===== config.mk =====
export PLATFORM = sky130hd
export DESIGN_NAME = sqrt_share_ctrl
export DESIGN_NICKNAME = d
export VERILOG_FILES = /design/src/rtl/sqrt_share_ctrl.sv
export SDC_FILE = /design/constraint.sdc
export NUM_CORES = 1
export LEC_CHECK = 0
export CAP_MARGIN = 25
export CELL_PAD_IN_SITES_DETAIL_PLACEMENT = 1
export CELL_PAD_IN_SITES_GLOBAL_PLACEMENT = 1
export CORE_MARGIN = 5
export CORE_UTILIZATION = 30
export DETAILED_ROUTE_END_ITERATION = 6
export PLACE_DENSITY = 0.8
export SYNTH_ARGS = -nofsm -noshare
export SYNTH_HDL_FRONTEND = slang
export SYNTH_SLANG_ARGS = --single-unit

===== constraint.sdc =====
create_clock -name i_clock -period 3.2 [get_ports i_clock]
set_input_delay 0.32 -clock i_clock [delete_from_list [all_inputs] [get_ports i_clock]]
set_output_delay 0.32 -clock i_clock [all_outputs]
set_load 0.03 [all_outputs]

===== src/rtl/sqrt_share_ctrl.sv =====
// rtl/sqrt_share_ctrl.sv - two-requester round-robin controller for a shared iterative sqrt unit
module sqrt_share_ctrl #(
  parameter int DATA_W  = 32,
  parameter int ROOT_W  = DATA_W / 2,
  parameter int TIMEOUT = 24
) (
  input  logic              i_clock,
  input  logic              i_reset,
  input  logic [1:0]        i_req,
  input  logic [DATA_W-1:0] i_req_d0,
  input  logic [DATA_W-1:0] i_req_d1,
  output logic [1:0]        o_req_ack,
  input  logic [1:0]        i_flush,
  output logic [1:0]        o_resp_valid,
  input  logic [1:0]        i_resp_ack,
  output logic [ROOT_W-1:0] o_resp_q,
  output logic [ROOT_W:0]   o_resp_r,
  output logic              o_timeout_err,
  output logic              o_sq_resetn,
  output logic              o_sq_load,
  output logic [DATA_W-1:0] o_sq_d,
  input  logic              i_sq_busy,
  input  logic              i_sq_ready,
  input  logic [ROOT_W-1:0] i_sq_q,
  input  logic [ROOT_W:0]   i_sq_r
);

  typedef enum logic [1:0] {S_IDLE, S_ISSUE, S_WAIT, S_HOLD} state_t;

  localparam int WD_W = $clog2(TIMEOUT);
  localparam logic [WD_W-1:0] WD_LAST = WD_W'(TIMEOUT - 1);

  state_t            r_state;
  state_t            w_next;
  logic              r_ptr;
  logic              r_owner;
  logic              r_killed;
  logic [WD_W-1:0]   r_wdog;
  logic [DATA_W-1:0] r_sq_d;
  logic [ROOT_W-1:0] r_resp_q;
  logic [ROOT_W:0]   r_resp_r;
  logic              r_timeout;

  logic [1:0]        w_elig;
  logic              w_grant;
  logic              w_owner_flush;
  logic              w_owner_ack;
  logic              w_wdog_exp;
  logic              w_drop;

  // A flushed requester is not eligible; the pointer only breaks ties.
  assign w_elig        = i_req & ~i_flush;
  assign w_grant       = (&w_elig) ? r_ptr : w_elig[1];
  assign w_owner_flush = i_flush[r_owner];
  assign w_owner_ack   = i_resp_ack[r_owner];
  assign w_wdog_exp    = (r_wdog == WD_LAST);
  // Result of a killed op is thrown away, including a flush landing with sq_ready.
  assign w_drop        = r_killed | w_owner_flush;

  assign o_sq_resetn   = ~i_reset;
  assign o_sq_d        = r_sq_d;
  assign o_resp_q      = r_resp_q;
  assign o_resp_r      = r_resp_r;
  assign o_timeout_err = r_timeout;

  // State register.
  always_ff @(posedge i_clock or posedge i_reset) begin
    if (i_reset) r_state <= S_IDLE;
    else         r_state <= w_next;
  end

  // Next-state: ISSUE waits out a still-busy unit so a load never overlaps a run.
  always_comb begin
    w_next = r_state;
    case (r_state)
      S_IDLE:  if (|w_elig) w_next = S_ISSUE;
      S_ISSUE: if (!i_sq_busy) w_next = S_WAIT;
      S_WAIT: begin
        if (i_sq_ready)      w_next = w_drop ? S_IDLE : S_HOLD;
        else if (w_wdog_exp) w_next = S_IDLE;
      end
      S_HOLD:  if (w_owner_flush || w_owner_ack) w_next = S_IDLE;
      default: w_next = S_IDLE;
    endcase
  end

  // Outputs decoded from state; req_ack is held low while reset is asserted.
  always_comb begin
    o_req_ack    = '0;
    o_sq_load    = 1'b0;
    o_resp_valid = '0;
    case (r_state)
      S_IDLE:  if ((|w_elig) && !i_reset) o_req_ack[w_grant] = 1'b1;
      S_ISSUE: o_sq_load = ~i_sq_busy;
      S_HOLD:  o_resp_valid[r_owner] = 1'b1;
      default: ;
    endcase
  end

  // Datapath: grant capture, kill tracking, watchdog and result latch.
  always_ff @(posedge i_clock or posedge i_reset) begin
    if (i_reset) begin
      r_ptr     <= 1'b0;
      r_owner   <= 1'b0;
      r_killed  <= 1'b0;
      r_wdog    <= '0;
      r_sq_d    <= '0;
      r_resp_q  <= '0;
      r_resp_r  <= '0;
      r_timeout <= 1'b0;
    end else begin
      r_timeout <= 1'b0;
      if (w_next == S_IDLE) begin
        r_killed <= 1'b0;
      end else if ((r_state == S_ISSUE || r_state == S_WAIT) && w_owner_flush) begin
        r_killed <= 1'b1;
      end
      case (r_state)
        S_IDLE: begin
          if (|w_elig) begin
            r_owner <= w_grant;
            r_sq_d  <= w_grant ? i_req_d1 : i_req_d0;
            r_ptr   <= ~w_grant;
          end
        end
        S_ISSUE: r_wdog <= '0;
        S_WAIT: begin
          r_wdog <= r_wdog + 1'b1;
          if (i_sq_ready) begin
            if (!w_drop) begin
              r_resp_q <= i_sq_q;
              r_resp_r <= i_sq_r;
            end
          end else if (w_wdog_exp) begin
            r_timeout <= 1'b1;
          end
        end
        default: ;
      endcase
    end
  end

endmodule

**Yosys cells after proc, flatten, opt, wreduce, memory -nomap -nowiden**

Index checks and enable logic that the tools add are counted.

- $add $sub $neg: 1
- Order comparisons: 4
- Eq/ne operators: 4
- Muxes and demuxes: 27
- Bitwise logic cells: 7
- Reductions and logical operators: 15

Operator list:

| kind | count |
|---|---|
| 32-bit two-way mux | 1 |
| 2-bit two-way mux | 9 |
| 1-bit two-way mux | 13 |
| 5-bit case mux with 2 select lines | 1 |
| 2-bit case mux with 4 select lines | 1 |
| 5-bit by 1-bit adder with 5-bit output, second input constant | 1 |
| 5-bit equality test, second input constant | 1 |
| 2-bit equality test, second input constant | 2 |
| 1-bit logical AND | 4 |
| 2-bit logical NOT | 2 |
| 1-bit by 2-bit < comparator with 1-bit output, second input constant | 2 |
| 1-bit inverter | 4 |
| 2-bit AND reduction | 2 |
| 2-bit nonzero test | 2 |
| 3-bit AND reduction | 1 |
| 2-bit AND | 1 |
| 1-bit demux with 1-bit select | 2 |
| 2-bit by 1-bit equality test with 1-bit output, second input constant | 1 |
| 1-bit greater-or-equal comparator, second input constant | 2 |
| 1-bit logical OR | 2 |
| 2-bit inverter | 1 |
| 2-bit OR reduction | 1 |
| 1-bit logical NOT | 1 |
| 1-bit OR | 1 |

- Register bits after elaboration: 76
- Bits of input ports: 107
- Output and inout port bits: 72
- Word-level logic and storage cells: 67

**Logic depth before layout (Yosys ltp)**

- Depth in word-level cells: 10
- Mapped depth: 8

**Worst setup path before layout**

Ideal clock, no wire load.

- Path type: input-to-output
- Start: input port i_reset
- End: output port o_req_ack[0]
- Arrival: 2,576 ps
- Required time: 2,880 ps
- Setup slack: 304 ps
- Cell stages on the path: 2
- Path buffers: 0
- Path through: inv_1 -> and2_1

- Longest elaborated chain between the ends: 4

Ends and longest elaborated chain:

| what | RTL line | source |
|---|---|---|
| from (decl) | 8 | `input logic i_reset,` |
| 1-bit logical NOT (no source line) | - |  |
| 1-bit logical AND | 93 | `S_IDLE: if ((\|w_elig) && !i_reset) o_req_ack[w_grant] = 1'b1;` |
| 2-bit two-way mux | 93 |  |
| 2-bit two-way mux | 92 | `case (r_state)` |
| to (decl) | 12 | `output logic [1:0] o_req_ack,` |

No other way between the ends.

**Final worst setup path**

- Start: register r_state[0]
- End: output port o_req_ack[0]

- Longest elaborated chain between the ends: 2

Ends and longest elaborated chain:

| what | RTL line | source |
|---|---|---|
| from (decl) | 33 | `state_t r_state;` |
| from (signal assigned) | 69 | `else r_state <= w_next;` |
| 2-bit logical NOT | 92 |  |
| 2-bit two-way mux | 92 |  |

No other way between the ends.

==> flow_metrics.tcl <==
set metrics [dict create \
    rrSetupSlack_ns 0.85 \
    worstPathArrival_ns 2.28 \
    drt-vias-per-instance 4.86 \
    rr_endpoint "r_killed$_DFFE_PP0P_" \
    ir_drop_mv 0.593 \
    num_rows 39 \
    critPathCaptureType "primary output" \
    synth.area.top_cells "dfrtp_1 (55%), mux2_4 (13%), a22o_1 (8.1%)" \
    clk_latency_ns 0.33 \
    ios 179 \
    worstPathMaxFanout 8 \
    layout-drive-gt1-share_pct 14.6 \
    p_seq_share_pct 29.3 \
    syn_area_um2 3450 \
    intPower_w 0.00344 \
    syn_inst 255 \
    gp_congestion 0.816 \
    synth_flop_cell "dfrtp_1" \
    switching_share_pct 38.4 \
    seq_area_frac_synth_pct 55.1 \
    dp_hpwl_um 8200 \
    die_x_um 117 \
    drc_errors 0 \
    ys_warn_count 0 \
    skew_ns 0.0104 \
    die_area_um2 13700 \
    io_buffers 178 \
    worstPathRequired_ns 2.88 \
    cts_max_level 3 \
    min_path_type "in -> async" \
    nets 545 \
    ctsResizeCount 0 \
    track_usage_pct 15.5 \
    r2r_cells 6 \
    p_switching_w 0.00215 \
    synth_edf_count 0 \
    rsz0062_at_grt "no" \
    grt_max_degree 50 \
    ant_nets 0 \
    coreArea_um2 11400 \
    finalCriticalPeriod_ns 2.60 \
    antenna_cells 0 \
    synthMuxAreaShare_pct 14.8 \
    combPwrFrac_pct 51.9 \
    finalSetupTns_ns 0 \
    grt_pass1_wl_um 16400 \
    start_util_pct 30.4 \
    clockBufferDepth 2 \
    root_buffer "clkbuf_16" \
    setup_violations 0 \
    post-route-period-util_pct 81.2 \
    synth_top_family_by_area "compound AO/OA/AOI/OAI gates" \
    cts_sinks 76 \
    ys_types 36 \
    maxSlewViolCount 0 \
    hold_viol 0 \
    critPathLaunchType "flop" \
    vias 2822 \
    antenna_found_initial 0 \
    final_util_pct 49.7 \
    grt_pass1_vias 3196 \
    cts_hold_buf 0 \
    syn_area_per_cell_um2 13.5 \
    synthAdderAreaFrac_pct 1.81 \
    status "finished clean" \
    drt_first_pass_iters 4 \
    timing.rr.start "r_state[0]$_DFF_PP0_" \
    ys_async_sr_fraction_pct 100 \
    grt_overflow 0 \
    die_h_um 117 \
    synth-seq-cells 76 \
    syn_to_final_growth_pct 63.7 \
    powerDensity_nw_per_um2 989 \
    cts_tree "built" \
    hold_ws_ns 0.187 \
    drv_cap 0 \
    power_leakage_nw 2.71 \
    cts_setup_buffers 0 \
    yosysMostFrequentCell "dfrtp_1" \
    wirelength_um 10900 \
    synthSimpleGateAreaFrac_pct 5.40 \
    syn_nets 367 \
    synth_top_area_share_pct 55.1 \
    slew_headroom_pct 56.8 \
    clkPwrFrac_pct 18.8 \
    synthXorXnorAreaFrac_pct 0 \
    synth_compound_area_share_pct 18.6 \
    fmax_mhz 385 \
    clkTransAtPathRegs_ns 0.05 \
    yosys.area.top_type "dfrtp_1" \
    yosys-top-cells-count "dfrtp_1 (76), a21o_1 (35), a22o_1 (32)" \
    critPathKind "reg -> out" \
    numCtsBuffers 9 \
    wl_per_cell_um 18.7 \
    drtIter0Drc 107 \
    worst_pin_slew_ns 0.647 \
    fillers 1200 \
]
==> power groups by stage <==
| stage | Sequential (W) | Combinational [W] | Clock [W] |
|---|---|---|---|
| 2_1_floorplan | 0.00237 | 0.00100 | 0 |
| 3_3_place_gp | 0.00163 | 0.00285 | 0 |
| 3_5_place_dp | 0.00166 | 0.00292 | 0 |
| 4_1_cts | 0.00164 | 0.00293 | 0.00109 |
| 5_1_grt | 0.00169 | 0.00307 | 0.00113 |
| 6_report | 0.00164 | 0.00290 | 0.00105 |
==> cells by family after synthesis <==
| family | count (synthesis) |
|---|---|
| and+or+nand+nor | 33 |
| muxes | 35 |
| AOI/OAI and AO/OA | 81 |
| DFF | 76 |
| adders and majority gates | 5 |
| buffers and inverters | 25 |
==> final cells by class <==
| cell class | count | area, um2 | area share (%) |
|---|---|---|---|
| inverter | 9 | 35.0 | 0.620 |
| multi-input combinational | 154 | 1410 | 24.9 |
| clock buffer | 11 | 253 | 4.47 |
| tap | 143 | 179 | 3.17 |
| sequential | 76 | 1900 | 33.7 |
| clock inverter | 5 | 58.8 | 1.04 |
| timing repair buffer | 183 | 1820 | 32.2 |
==> critical path: stages, from the launching register on <==
cell	delay, ns
dfrtp_1	0.42
inv_1	0.11
ha_1	0.35
nand2_1	0.11
a21oi_2	0.13
and2_1	0.13
clkdlybuf4s50_1	0.68
==> layout by cell type, fill, tap and decap left out, types with 2 or more instances in the layout <==
master,netlist,layout
ha_1,5,5
nor2b_1,2,2
dfrtp_1,76,76
nand3_1,6,6
nor3_1,3,3
clkinvlp_4,0,2
nor2_1,3,3
a21o_1,35,35
clkbuf_16,0,9
nand2_1,9,9
a22o_1,32,32
mux2_2,3,3
clkinv_2,0,2
buf_4,0,6
and2_1,2,2
inv_1,9,8
o21ai_0,3,3
mux2_4,31,31
clkbuf_8,0,2
clkdlybuf4s50_1,0,177
==> state kept, by name, summed over array words and instances, names as in the netlist <==
register / cells
o_resp_r: 17
r_state: 2
r_owner: 1
r_killed: 1
o_resp_q: 16
o_timeout_err: 1
r_wdog: 5
o_sq_d: 32
r_ptr: 1
==> per-stage QoR <==
stage | power [W] | std cells | worst slack [ns] | cell area [um2]
floorplan | 0.00337 | 255 | 0.304 | 3450
global placement | 0.00448 | 565 | 0.801 | 5340
detailed placement | 0.00458 | 565 | 0.772 | 5340
CTS | 0.00567 | 581 | 0.585 | 5650
global route | 0.00589 | 581 | 0.469 | 5650
finish | 0.00559 | 581 | 0.600 | 5650
==> how the worst max path moves through the flow <==
stage | from | to | slack [ns] | cells after the start
finish | r_state[0]$_DFF_PP0_ | o_req_ack[0] | 0.60 | 6
global route | r_state[0]$_DFF_PP0_ | o_req_ack[0] | 0.47 | 6
CTS | r_state[0]$_DFF_PP0_ | o_req_ack[0] | 0.59 | 6
detailed placement | i_flush[0] | r_killed$_DFFE_PP0P_ | 0.77 | 5
global placement | i_flush[0] | o_req_ack[0] | 0.80 | 6
floorplan | i_reset | o_req_ack[0] | 0.30 | 2
==> routing by layer <==
| layer | global-route usage (%) | part of all wire, % | vias up |
|---|---|---|---|
| met3 | 5.30 | 9.4 | 13 |
| met1 | 18.8 | 41 | 1389 |
| met5 | 0 | 0 | - |
| li1 | - | - | 1288 |
| met2 | 25.2 | 48 | 132 |
| met4 | 6.42 | 1.8 | 0 |
(Power assumes the default switching activity.)
